==> config.mk <==
export PLATFORM = sky130hd
export DESIGN_NAME = omr_sheet_scanner
export DESIGN_NICKNAME = d
export VERILOG_FILES = /design/src/rtl/omr_sheet_scanner.sv
export SDC_FILE = /design/constraint.sdc
export NUM_CORES = 1
export LEC_CHECK = 0
export ABC_AREA = 1
export CAP_MARGIN = 20
export CORE_AREA = 2 2 87 89
export CTS_BUF_LIST = sky130_fd_sc_hd__clkbuf_4 sky130_fd_sc_hd__clkbuf_8
export DETAILED_ROUTE_END_ITERATION = 8
export DIE_AREA = 0 0 89 91
export GPL_ROUTABILITY_DRIVEN = 0
export PLACE_DENSITY = 0.83
export SYNTH_ARGS = -nofsm -noshare
export SYNTH_HDL_FRONTEND = slang
export SYNTH_SLANG_ARGS = --single-unit
==> constraint.sdc <==
create_clock -name clk -period 3.1 [get_ports clk]
set_input_delay 0.93 -clock clk [delete_from_list [all_inputs] [get_ports clk]]
set_output_delay 0.93 -clock clk [all_outputs]
set_load 0.01 [all_outputs]
==> src/rtl/omr_sheet_scanner.sv <==
// OMR sheet scanner: accepts NUM_Q sensed bubble rows and keeps only clean one-hot marks.
// It assembles them into the grader's answer word and counts blank and multi-marked rows.
module omr_sheet_scanner #(
    parameter int NUM_Q   = 10,
    parameter int NUM_OPT = 4,
    parameter int TIMEOUT = 255
) (
    input  logic                     clk,
    input  logic                     reset,
    input  logic                     start,
    input  logic                     row_valid,
    input  logic [NUM_OPT-1:0]       row_bubbles,
    output logic                     row_ready,
    output logic [NUM_Q*NUM_OPT-1:0] answers,
    output logic                     answers_valid,
    input  logic                     answers_ready,
    output logic [3:0]               blank_count,
    output logic [3:0]               multi_count,
    output logic [3:0]               row_count,
    output logic                     busy,
    output logic                     sheet_error
);

    localparam int               TMR_W    = $clog2(TIMEOUT + 1);
    localparam logic [3:0]       LAST_ROW = 4'(NUM_Q - 1);
    localparam logic [TMR_W-1:0] TMR_LAST = TMR_W'(TIMEOUT - 1);

    typedef enum logic [1:0] {IDLE, SCAN, HOLD} state_t;

    state_t                        state;
    logic [NUM_Q-1:0][NUM_OPT-1:0] sheet;
    logic [TMR_W-1:0]              idle_cycles;
    logic [3:0]                    slot;
    logic                          one_mark;
    logic                          no_mark;

    // Row 0 lands in the top slot so question 1 is the most significant nibble.
    assign answers  = sheet;
    assign slot     = LAST_ROW - row_count;
    assign one_mark = $onehot(row_bubbles);
    assign no_mark  = (row_bubbles == '0);

    // NOTE: all state and registered outputs use non-blocking assignments so every
    // branch reads the pre-edge values; blocking here would create order-dependent races.
    always_ff @(posedge clk) begin
        if (reset) begin
            // NOTE: the answer bank is plain flops, not a RAM, so it can be cleared here.
            state         <= IDLE;
            sheet         <= '0;
            blank_count   <= '0;
            multi_count   <= '0;
            row_count     <= '0;
            idle_cycles   <= '0;
            row_ready     <= 1'b0;
            answers_valid <= 1'b0;
            busy          <= 1'b0;
            sheet_error   <= 1'b0;
        end else begin
            sheet_error <= 1'b0;
            if (start && state != HOLD) begin
                // Restart discards any row offered in the same cycle.
                state       <= SCAN;
                sheet       <= '0;
                blank_count <= '0;
                multi_count <= '0;
                row_count   <= '0;
                idle_cycles <= '0;
                row_ready   <= 1'b1;
                busy        <= 1'b1;
            end else begin
                unique case (state)
                    IDLE: ;
                    SCAN: begin
                        if (row_valid) begin
                            sheet[slot] <= one_mark ? row_bubbles : '0;
                            blank_count <= blank_count + 4'(no_mark);
                            multi_count <= multi_count + 4'(!one_mark && !no_mark);
                            row_count   <= row_count + 4'd1;
                            idle_cycles <= '0;
                            if (row_count == LAST_ROW) begin
                                state         <= HOLD;
                                row_ready     <= 1'b0;
                                answers_valid <= 1'b1;
                            end
                        end else if (idle_cycles == TMR_LAST) begin
                            // Abandoned sheet: drop partial results so nothing stale is graded.
                            state       <= IDLE;
                            sheet       <= '0;
                            blank_count <= '0;
                            multi_count <= '0;
                            row_count   <= '0;
                            idle_cycles <= '0;
                            row_ready   <= 1'b0;
                            busy        <= 1'b0;
                            sheet_error <= 1'b1;
                        end else begin
                            idle_cycles <= idle_cycles + TMR_W'(1);
                        end
                    end
                    HOLD: begin
                        if (answers_ready) begin
                            state         <= IDLE;
                            answers_valid <= 1'b0;
                            busy          <= 1'b0;
                        end
                    end
                    default: begin
                        state         <= IDLE;
                        row_ready     <= 1'b0;
                        answers_valid <= 1'b0;
                        busy          <= 1'b0;
                    end
                endcase
            end
        end
    end

endmodule

==> flow_summary.json, run 1 <==
{
  "status": "complete, no violations",
  "worstMarginPinSlew_ns": 0.636,
  "ios": 65,
  "routed.top_layer": "met4",
  "diodes": 0,
  "final_common_cell": "nand2_1",
  "wl_met2_um": 4060,
  "holdWs_ns": 0.465,
  "wl_met3_um": 390,
  "cts_buffers": 9,
  "rows": 31,
  "cts_setup_buffers": 0,
  "wl_met1_um": 3700,
  "crit_family": "adder cells",
  "rsz0062_at_grt": "no",
  "fmax_mhz": 339,
  "core_area_um2": 7140,
  "power.leakage_nw": 1.63,
  "slew_headroom_pct": 57.5,
  "clock-root-buffer": "clkbuf_8",
  "syn_area_um2": 3430,
  "setup_violations": 0,
  "hold_violations": 0,
  "fin_skew_ns": 0.00830,
  "fin_total_pwr_mw": 1.95,
  "crit_fanout": 2,
  "instances_no_fill": 601,
  "dp_hpwl_um": 5990,
  "cts-resized-gates": 10,
  "syn_inst": 422,
  "drive_above_1_share_pct": 19.7,
  "synthXorXnorAreaFrac_pct": 1.79,
  "synth_compound_area_share_pct": 12.0,
  "antenna_found_initial": 0,
  "ys_ff_latch": 66,
  "grt_max_degree": 41,
  "drt-total-wl_um": 8310,
  "portBuffers": 64,
  "avgRoutedWirePerCell_um": 13.8,
  "fin_crit_ns": 2.95,
  "dieArea_um2": 8100,
  "start_util_pct": 48.1,
  "fin_crit_sh_pct": 95.0,
  "max_stage_delay_ns": 0.53,
  "cts_hold_buf": 0,
  "area_growth_pct": 29.3,
  "overflow": 0,
  "synthSimpleGateAreaFrac_pct": 33.1,
  "final_nets": 522,
  "grt_pass1_vias": 3012,
  "maxCapViolations": 0,
  "drc": 0,
  "arrival_ns": 3.17,
  "hold_class": "register to register",
  "slew_violations": 0,
  "num_vias": 3104,
  "mostFrequentLayoutCells": "94 x nand2_1, 66 x dfxtp_1, 61 x clkdlybuf4s50_1",
  "path_clk_slew_ns": 0.07,
  "ys_seq_area_share_pct": 38.5,
  "finalCoreUtilization_pct": 62.2,
  "placed_cells": 585,
  "setup.worst_path.end_class": "register",
  "htree_levels": 3,
  "grt_pass1_wl_um": 13700,
  "final_antenna_net_count": 0,
  "crit_type": "primary input to register",
  "synth_top_family_by_area": "simple AND/OR/NAND/NOR gates",
  "slowest_stage": "fa_1",
  "die_h_um": 91,
  "cts_tree": "done",
  "synthesis.nets": 447,
  "first_iter_violations": 124,
  "crit_buf_inv": 4,
  "synthMuxAreaShare_pct": 0,
  "cts_sinks": 66,
  "synth_top_area_share_pct": 38.5,
  "synthTopCellsByArea": "dfxtp_1 38%, nand2_1 10%, a21oi_2 7.9%",
  "crit_chain": "dlygate4sd2_1 > inv_2 > fa_1 > inv_1 > ha_2 > ha_4 > nor2_8 > or2_2 > inv_1 > ha_2 > ha_1 > nand2_1 > a21oi_1",
  "track_usage_pct": 21.7,
  "synth_warnings": 0,
  "synthAdderAreaFrac_pct": 6.05,
  "fp.dieW_um": 89,
  "avgViaCountPerCell": 5.16,
  "vdd_ir_drop_max_uv": 282,
  "cts.path.max_buffers": 2,
  "synth.avg_cell_area_um2": 8.14,
  "synth_cell_type_count": 39,
  "power_per_cell_area_nw_per_um2": 439,
  "cp-start-kind": "primary input",
  "crit_required_ns": 3.32,
  "clk_latency_ns": 0.35,
  "yosys.area.top_type": "dfxtp_1",
  "firstDrtPassIters": 4
}
area by class of cell:
type,instances,area [um^2]
clock buffers,10,138
clock inverters,6,114
fillers,612,2700
inverters,43,186
multi-input cells,302,1840
flip-flops and latches,66,1320
well taps,99,124
repair buffers,75,719
metal layers:
layer	up-vias	GRT usage, %
met4	0	10.7
met5	-	0
li1	1538	-
met2	88	34.8
met3	13	3.91
met1	1465	27.8
final timing paths:
path | startpoint | to | slack, ns | depth (start not counted)
hold / removal | row_ready | row_ready | 0.46 | 2
hold reg to reg | row_ready | row_ready | 0.46 | 2
setup / recovery | row_bubbles[0] | multi_count[1] | 0.15 | 13
setup reg to reg | row_count[1] | answers[33] | 1.16 | 8
flip-flops by register name (all words and copies together), names as in the netlist:
| name | cells |
|---|---|
| busy | 1 |
| idle_cycles | 8 |
| blank_count | 4 |
| answers_valid | 1 |
| multi_count | 4 |
| row_ready | 1 |
| answers | 40 |
| row_count | 4 |
| state | 2 |
| sheet_error | 1 |
cells in the mapped netlist (all sizes together):
cell and instances:
clkinv 3, nor4 2, nor2 45, dfxtp 66
buf 11, nand4 19, xor2 3, a31oi 1
a21oi 44, xnor2 4, or2 2, nand2 108
o22ai 2, inv 40, nand3 40, nor3b 3
nor3 2, o21ai 10, fa 1, ha 15
o31ai 1
stage by stage:
step / setup slack [ns] / instance area [um^2] / setup TNS [ns]
after floorplan: 0.0220 / 3430 / 0
after global placement: -0.525 / 4170 / -10.31
after detailed placement: -0.586 / 4170 / -12.65
after CTS: 0.153 / 4440 / 0
after global routing: 0.0870 / 4440 / 0
final: 0.154 / 4440 / 0
logic make-up after synthesis:
logic type                 after synthesis
xor gates and xnor gates                 7
and+or+nand+nor                        221
adders and majority gates               16
AOI/OAI and AO/OA                       58
buffers and inverters                   54
DFF                                     66
where the power goes:
| part | total, mW | switching [mW] | leakage, nW | internal (mW) |
|---|---|---|---|---|
| Clock | 0.900 | 0.343 | 0.119 | 0.557 |
| Combinational | 0.189 | 0.119 | 0.975 | 0.0703 |
| Sequential | 0.862 | 0.00704 | 0.533 | 0.855 |
worst min-delay path, stage by stage (launching register included):
cell and delay, ns:
dfxtp_1 0.31, nand2_1 0.06, a21oi_1 0.05
(Power assumes the default switching activity.)
==> run 2, diff against run 1 <==
--- a/config.mk
+++ b/config.mk
@@ -7,12 +7,12 @@
 export LEC_CHECK = 0
 export ABC_AREA = 1
 export CAP_MARGIN = 20
-export CORE_AREA = 2 2 87 89
+export CORE_AREA = 2 2 80 97
 export CTS_BUF_LIST = sky130_fd_sc_hd__clkbuf_4 sky130_fd_sc_hd__clkbuf_8
 export DETAILED_ROUTE_END_ITERATION = 8
-export DIE_AREA = 0 0 89 91
+export DIE_AREA = 0 0 82 99
 export GPL_ROUTABILITY_DRIVEN = 0
-export PLACE_DENSITY = 0.83
+export PLACE_DENSITY = 0.82
 export SYNTH_ARGS = -nofsm -noshare
 export SYNTH_HDL_FRONTEND = slang
 export SYNTH_SLANG_ARGS = --single-unit
==> flow_summary.json, run 2 (synthesized netlist as in run 1, its figures left out) <==
{
  "setup_violations": 0,
  "core_area_um2": 7150,
  "die_h_um": 99,
  "worstMarginPinSlew_ns": 0.663,
  "crit_required_ns": 3.33,
  "overflow": 0,
  "final_nets": 522,
  "first_iter_violations": 131,
  "grt_max_degree": 41,
  "diodes": 0,
  "hold_class": "register to register",
  "num_vias": 3147,
  "p_comb_share_pct": 9.9,
  "final_cell_area_um2": 4460,
  "crit_fanout": 2,
  "placed_cells": 576,
  "dieArea_um2": 8120,
  "fin_crit_ns": 2.94,
  "holdWs_ns": 0.467,
  "fmax_mhz": 340,
  "dp_hpwl_um": 6240,
  "crit_chain": "dlygate4sd2_1 > inv_2 > fa_1 > inv_1 > ha_2 > ha_4 > nor2_8 > or2_2 > inv_2 > ha_4 > ha_2 > nand2_1 > a21oi_1",
  "arrival_ns": 3.17,
  "drive_above_1_share_pct": 20.1,
  "crit_family": "adder cells",
  "slew_headroom_pct": 55.7,
  "track_usage_pct": 22.2,
  "final_antenna_net_count": 0,
  "cts_tree": "done",
  "area_growth_pct": 29.8,
  "swShare_pct": 24.4,
  "cts_setup_buffers": 0,
  "instances_no_fill": 592,
  "fp.dieW_um": 82,
  "maxCapViolations": 0,
  "power.leakage_nw": 1.64,
  "pwr-share-seq_pct": 43.8,
  "clk_latency_ns": 0.35,
  "drc": 0,
  "p_sw_uw": 480,
  "avgRoutedWirePerCell_um": 14.4,
  "fin_skew_ns": 0.00860,
  "status": "complete, no violations",
  "antenna_found_initial": 0,
  "cts_sinks": 66,
  "slowest_stage": "fa_1",
  "cts_hold_buf": 0,
  "vdd_ir_drop_max_uv": 469,
  "slew_violations": 0,
  "power_per_cell_area_nw_per_um2": 441,
  "rows": 34,
  "start_util_pct": 48.1,
  "fin_crit_sh_pct": 94.7,
  "p_clk_share_pct": 46.2,
  "firstDrtPassIters": 4,
  "setup_tns_ns": 0,
  "grt_pass1_wl_um": 13900,
  "clock-root-buffer": "clkbuf_8",
  "cts.path.max_buffers": 2,
  "nFillCells": 608,
  "avgViaCountPerCell": 5.32,
  "path_clk_slew_ns": 0.07,
  "crit_type": "primary input to register",
  "htree_levels": 3,
  "setup.worst_path.end_class": "register",
  "hold_violations": 0,
  "p_int_mw": 1.49,
  "final_common_cell": "nand2_1",
  "cts_buffers": 9,
  "placed_cell_area_um2": 4180,
  "drt-total-wl_um": 8540,
  "rsz0062_at_grt": "no",
  "grt_pass1_vias": 3098,
  "ios": 65,
  "mostFrequentLayoutCells": "94 x nand2_1, 66 x dfxtp_1, 61 x clkdlybuf4s50_1",
  "crit_buf_inv": 4,
  "max_stage_delay_ns": 0.52,
  "largest_register_ffs": 40,
  "portBuffers": 64,
  "cp-start-kind": "primary input",
  "finalCoreUtilization_pct": 62.4
}
run 2: changes by cell type in the layout (fill, tap and decap cells not counted), sizes merged:
| cell | before | now |
|---|---|---|
| dlygate4sd2 | 3 | 2 |
| dlymetal6s2s | 0 | 1 |
run 2: layout make-up:
cell class | instances | area [um^2] | share of cell area [%]
Multi-Input combinational cell | 302 | 1850 | 41.5
Sequential cell | 66 | 1320 | 29.6
Timing Repair Buffer | 75 | 736 | 16.5
Inverter | 43 | 186 | 4.18
Clock buffer | 10 | 138 | 3.09
Clock inverter | 6 | 114 | 2.55
Tap cell | 90 | 113 | 2.53
run 2: power by group through the flow:
stage | Clock (mW) | Combinational, mW | Sequential [mW]
after floorplan | 0 | 0.130 | 0.882
after global placement | 0 | 0.177 | 0.881
after detailed placement | 0 | 0.182 | 0.881
after CTS | 0.914 | 0.194 | 0.861
after global routing | 0.950 | 0.213 | 0.862
final | 0.909 | 0.195 | 0.861
run 2: layer usage:
metal / GRT usage (%) / wire [um]
met2: 39.4 / 4410
met4: 9.87 / 241
met3: 4.95 / 447
met5: 0 / 0
met1: 24.5 / 3430
run 2: final timing paths:
kind | startpoint | cells after the start | slack, ns | end
worst min register to register | busy | 2 | 0.47 | busy
worst max register to register | row_count[1] | 9 | 1.11 | answers[39]
worst min-delay path | busy | 2 | 0.47 | busy
worst max-delay path | row_bubbles[0] | 13 | 0.16 | multi_count[1]
run 2: worst min-delay path, cell delays in order (launching register included):
cell and delay, ns:
dfxtp_1 0.31, nand2_1 0.06, a21oi_1 0.05
run 2: timing repair:
| action | 4_1_cts | 5_1_grt |
|---|---|---|
| endpoints found under the setup margin | 4 | 3 |
| gates resized for setup | 11 | 2 |
| pin swaps | 1 | 1 |
run 2: through the flow:
step | setup slack [ns] | total power, mW
6_report | 0.163 | 1.97
3_5_place_dp | -0.551 | 1.06
2_1_floorplan | 0.0220 | 1.01
5_1_grt | 0.0866 | 2.03
3_3_place_gp | -0.502 | 1.06
4_1_cts | 0.0175 | 1.97
==> run 3, diff against run 2 <==
==> config.mk (replaced) <==
export PLATFORM = sky130hd
export DESIGN_NAME = omr_sheet_scanner
export DESIGN_NICKNAME = d
export VERILOG_FILES = /design/src/rtl/omr_sheet_scanner.sv
export SDC_FILE = /design/constraint.sdc
export NUM_CORES = 1
export LEC_CHECK = 0
export CAP_MARGIN = 20
export CORE_AREA = 2 2 77 94
export CTS_BUF_LIST = sky130_fd_sc_hd__clkbuf_4 sky130_fd_sc_hd__clkbuf_8
export DETAILED_ROUTE_END_ITERATION = 8
export DIE_AREA = 0 0 79 96
export GPL_ROUTABILITY_DRIVEN = 0
export GPL_TIMING_DRIVEN = 1
export PLACE_DENSITY = 0.81
export SLEW_MARGIN = 20
export SYNTH_ARGS = -nofsm -noshare
export SYNTH_HDL_FRONTEND = slang
export SYNTH_SLANG_ARGS = --single-unit
==> flow_summary.json, run 3 <==
{
  "ios": 65,
  "synthMuxAreaShare_pct": 3.28,
  "diodes": 0,
  "place_ws_ns": -0.495,
  "final_nets": 425,
  "dp_hpwl_um": 5550,
  "clk_latency_ns": 0.35,
  "syn_area_um2": 3050,
  "setup_violations": 0,
  "fmax_mhz": 340,
  "ys_seq_area_share_pct": 43.3,
  "finalCoreUtilization_pct": 62.3,
  "synth_compound_area_share_pct": 20.9,
  "cts_tree": "done",
  "synth_common_cells": "66 x dfxtp_1, 25 x a21oi_1, 24 x nand2_1",
  "synthXorXnorAreaFrac_pct": 2.30,
  "arrival_ns": 3.18,
  "max_stage_delay_ns": 0.52,
  "power.leakage_nw": 1.64,
  "fin_total_pwr_mw": 1.88,
  "hold_violations": 0,
  "async_flop_share_pct": 0,
  "synth_edf_count": 0,
  "avgViaCountPerCell": 5.69,
  "largest_register_ffs": 40,
  "pwr-share-seq_pct": 45.6,
  "setup.worst_path.end_class": "register",
  "crit_type": "primary input to register",
  "p_clk_share_pct": 47.7,
  "p_sw_uw": 432,
  "fin_crit_sh_pct": 94.9,
  "p_comb_share_pct": 6.7,
  "fp.dieW_um": 79,
  "crit_family": "adder cells",
  "clock-root-buffer": "clkbuf_8",
  "rows": 33,
  "synth_top_area_share_pct": 43.3,
  "maxCapViolations": 0,
  "die_h_um": 96,
  "p_int_mw": 1.45,
  "yosys.area.top_type": "dfxtp_1",
  "swShare_pct": 23.0,
  "core_area_um2": 6690,
  "num_vias": 2799,
  "fin_skew_ns": 0.00749,
  "synth_ff_type": "dfxtp_1",
  "drt-total-wl_um": 7840,
  "cts.path.max_buffers": 2,
  "ys_ff_latch": 66,
  "slew_headroom_pct": 59.3,
  "power_per_cell_area_nw_per_um2": 451,
  "fin_ws_ns": 0.157,
  "synthTopCellsByArea": "dfxtp_1 43%, ha_1 6.2%, a32o_1 5.9%",
  "hold_class": "register to register",
  "synth_cell_type_count": 49,
  "portBuffers": 64,
  "rsz0062_at_grt": "no",
  "grt_max_degree": 44,
  "cp-start-kind": "primary input",
  "synthSimpleGateAreaFrac_pct": 19.5,
  "synthesis.nets": 348,
  "synthAdderAreaFrac_pct": 6.81,
  "synth_most_common_cell": "dfxtp_1",
  "final_antenna_net_count": 0,
  "synth_warnings": 0,
  "firstDrtPassIters": 4,
  "path_clk_slew_ns": 0.08,
  "drive_above_1_share_pct": 12.1,
  "syn_inst": 323,
  "track_usage_pct": 21.9,
  "area_growth_pct": 36.6,
  "synth_top_family_by_area": "compound AO/OA/AOI/OAI gates",
  "placed_cells": 476,
  "cts_hold_buf": 0,
  "avgRoutedWirePerCell_um": 15.9,
  "drc": 0,
  "mostFrequentLayoutCells": "66 x dfxtp_1, 61 x clkdlybuf4s50_1, 25 x a21oi_1",
  "crit_fanout": 2,
  "crit_required_ns": 3.33,
  "final_common_cell": "dfxtp_1",
  "worstMarginPinSlew_ns": 0.610,
  "crit_buf_inv": 3,
  "dieArea_um2": 7580,
  "overflow": 0,
  "slew_violations": 0,
  "instances_no_fill": 492,
  "fin_crit_ns": 2.94,
  "grt_pass1_vias": 2793,
  "antenna_found_initial": 0,
  "first_iter_violations": 187,
  "cpMostUsedCell": "ha_1",
  "start_util_pct": 45.6,
  "grt_pass1_wl_um": 13100,
  "vdd_ir_drop_max_uv": 240,
  "htree_levels": 3,
  "crit_chain": "dlygate4sd2_1 > inv_2 > fa_1 > inv_1 > ha_1 > ha_1 > nor3b_2 > nor2_1 > ha_2 > ha_4 > nor2b_1 > o311ai_1 > nand2_1",
  "slowest_stage": "fa_1",
  "cts_sinks": 66,
  "holdWs_ns": 0.465,
  "cts_buffers": 9,
  "synth.avg_cell_area_um2": 9.45,
  "status": "complete, no violations"
}
run 3: cell count changes after synthesis, moves of 13 or more:
cell and change:
a21oi_2 -30, a22oi_1 +13, a32o_1 +18, and3_1 +13
inv_1 -23, nand2_1 -71, nand3_1 -20, nor2_1 -23
run 3: logic make-up (layout without fill, tap and decap cells):
| logic type | count (synthesis) | after routing |
|---|---|---|
| buf+inv | 28 | 110 |
| simple gates | 109 | 109 |
| mux | 10 | 10 |
| compound gates | 86 | 86 |
| fa+ha+maj | 16 | 16 |
| flops | 66 | 66 |
| xor+xnor | 8 | 8 |
run 3: layer usage:
layer	wire length, um	up-vias	share of wire (%)	global-route usage (%)
met1	3340	1345	43	25.9
met2	3960	83	51	38.0
li1	-	1359	-	-
met4	128	0	1.6	8.19
met3	407	12	5.2	6.00
met5	0	-	0	0
run 3: worst paths after layout:
kind                        from              to  slack, ns  cells past startpoint
hold / removal       answers[19]     answers[19]       0.47                      2
setup / recovery  row_bubbles[0]  multi_count[2]       0.16                     13
hold reg to reg      answers[19]     answers[19]       0.47                      2
setup reg to reg    row_count[1]     answers[26]       1.00                      6
run 3: tightest hold or removal path: cells and delay by family (launching register included):
kind | cells | cell delay [ns]
AND/OR/NAND/NOR | 1 | 0.05
flip-flops | 1 | 0.31
multiplexers | 1 | 0.05
run 3: power by group through the flow:
stage | logic (mW) | clock network, mW | registers (mW)
detailed placement | 0.125 | 0 | 0.876
global placement | 0.121 | 0 | 0.876
global route | 0.138 | 0.955 | 0.857
CTS | 0.126 | 0.908 | 0.857
finish | 0.126 | 0.896 | 0.857
floorplan | 0.0674 | 0 | 0.877
run 3: what timing repair did:
action	in CTS	in global routing
endpoints found under the setup margin	29	0
resized for setup	10	0
buffers inserted	0	0
run 3: cell type report:
class | instances | area [um^2]
fill | 566 | 2520
multi-input combinational | 229 | 1630
sequential | 66 | 1320
timing repair buffer | 83 | 817
clock inverter | 7 | 125
clock buffer | 9 | 124
tap | 87 | 109
inverter | 11 | 41.3
run 3: per-stage QoR:
stage / cell area, um^2 / setup TNS [ns]
floorplan: 3060 / 0
global placement: 3910 / -13.44
detailed placement: 3910 / -16.08
CTS: 4170 / 0
global route: 4170 / 0
finish: 4170 / 0
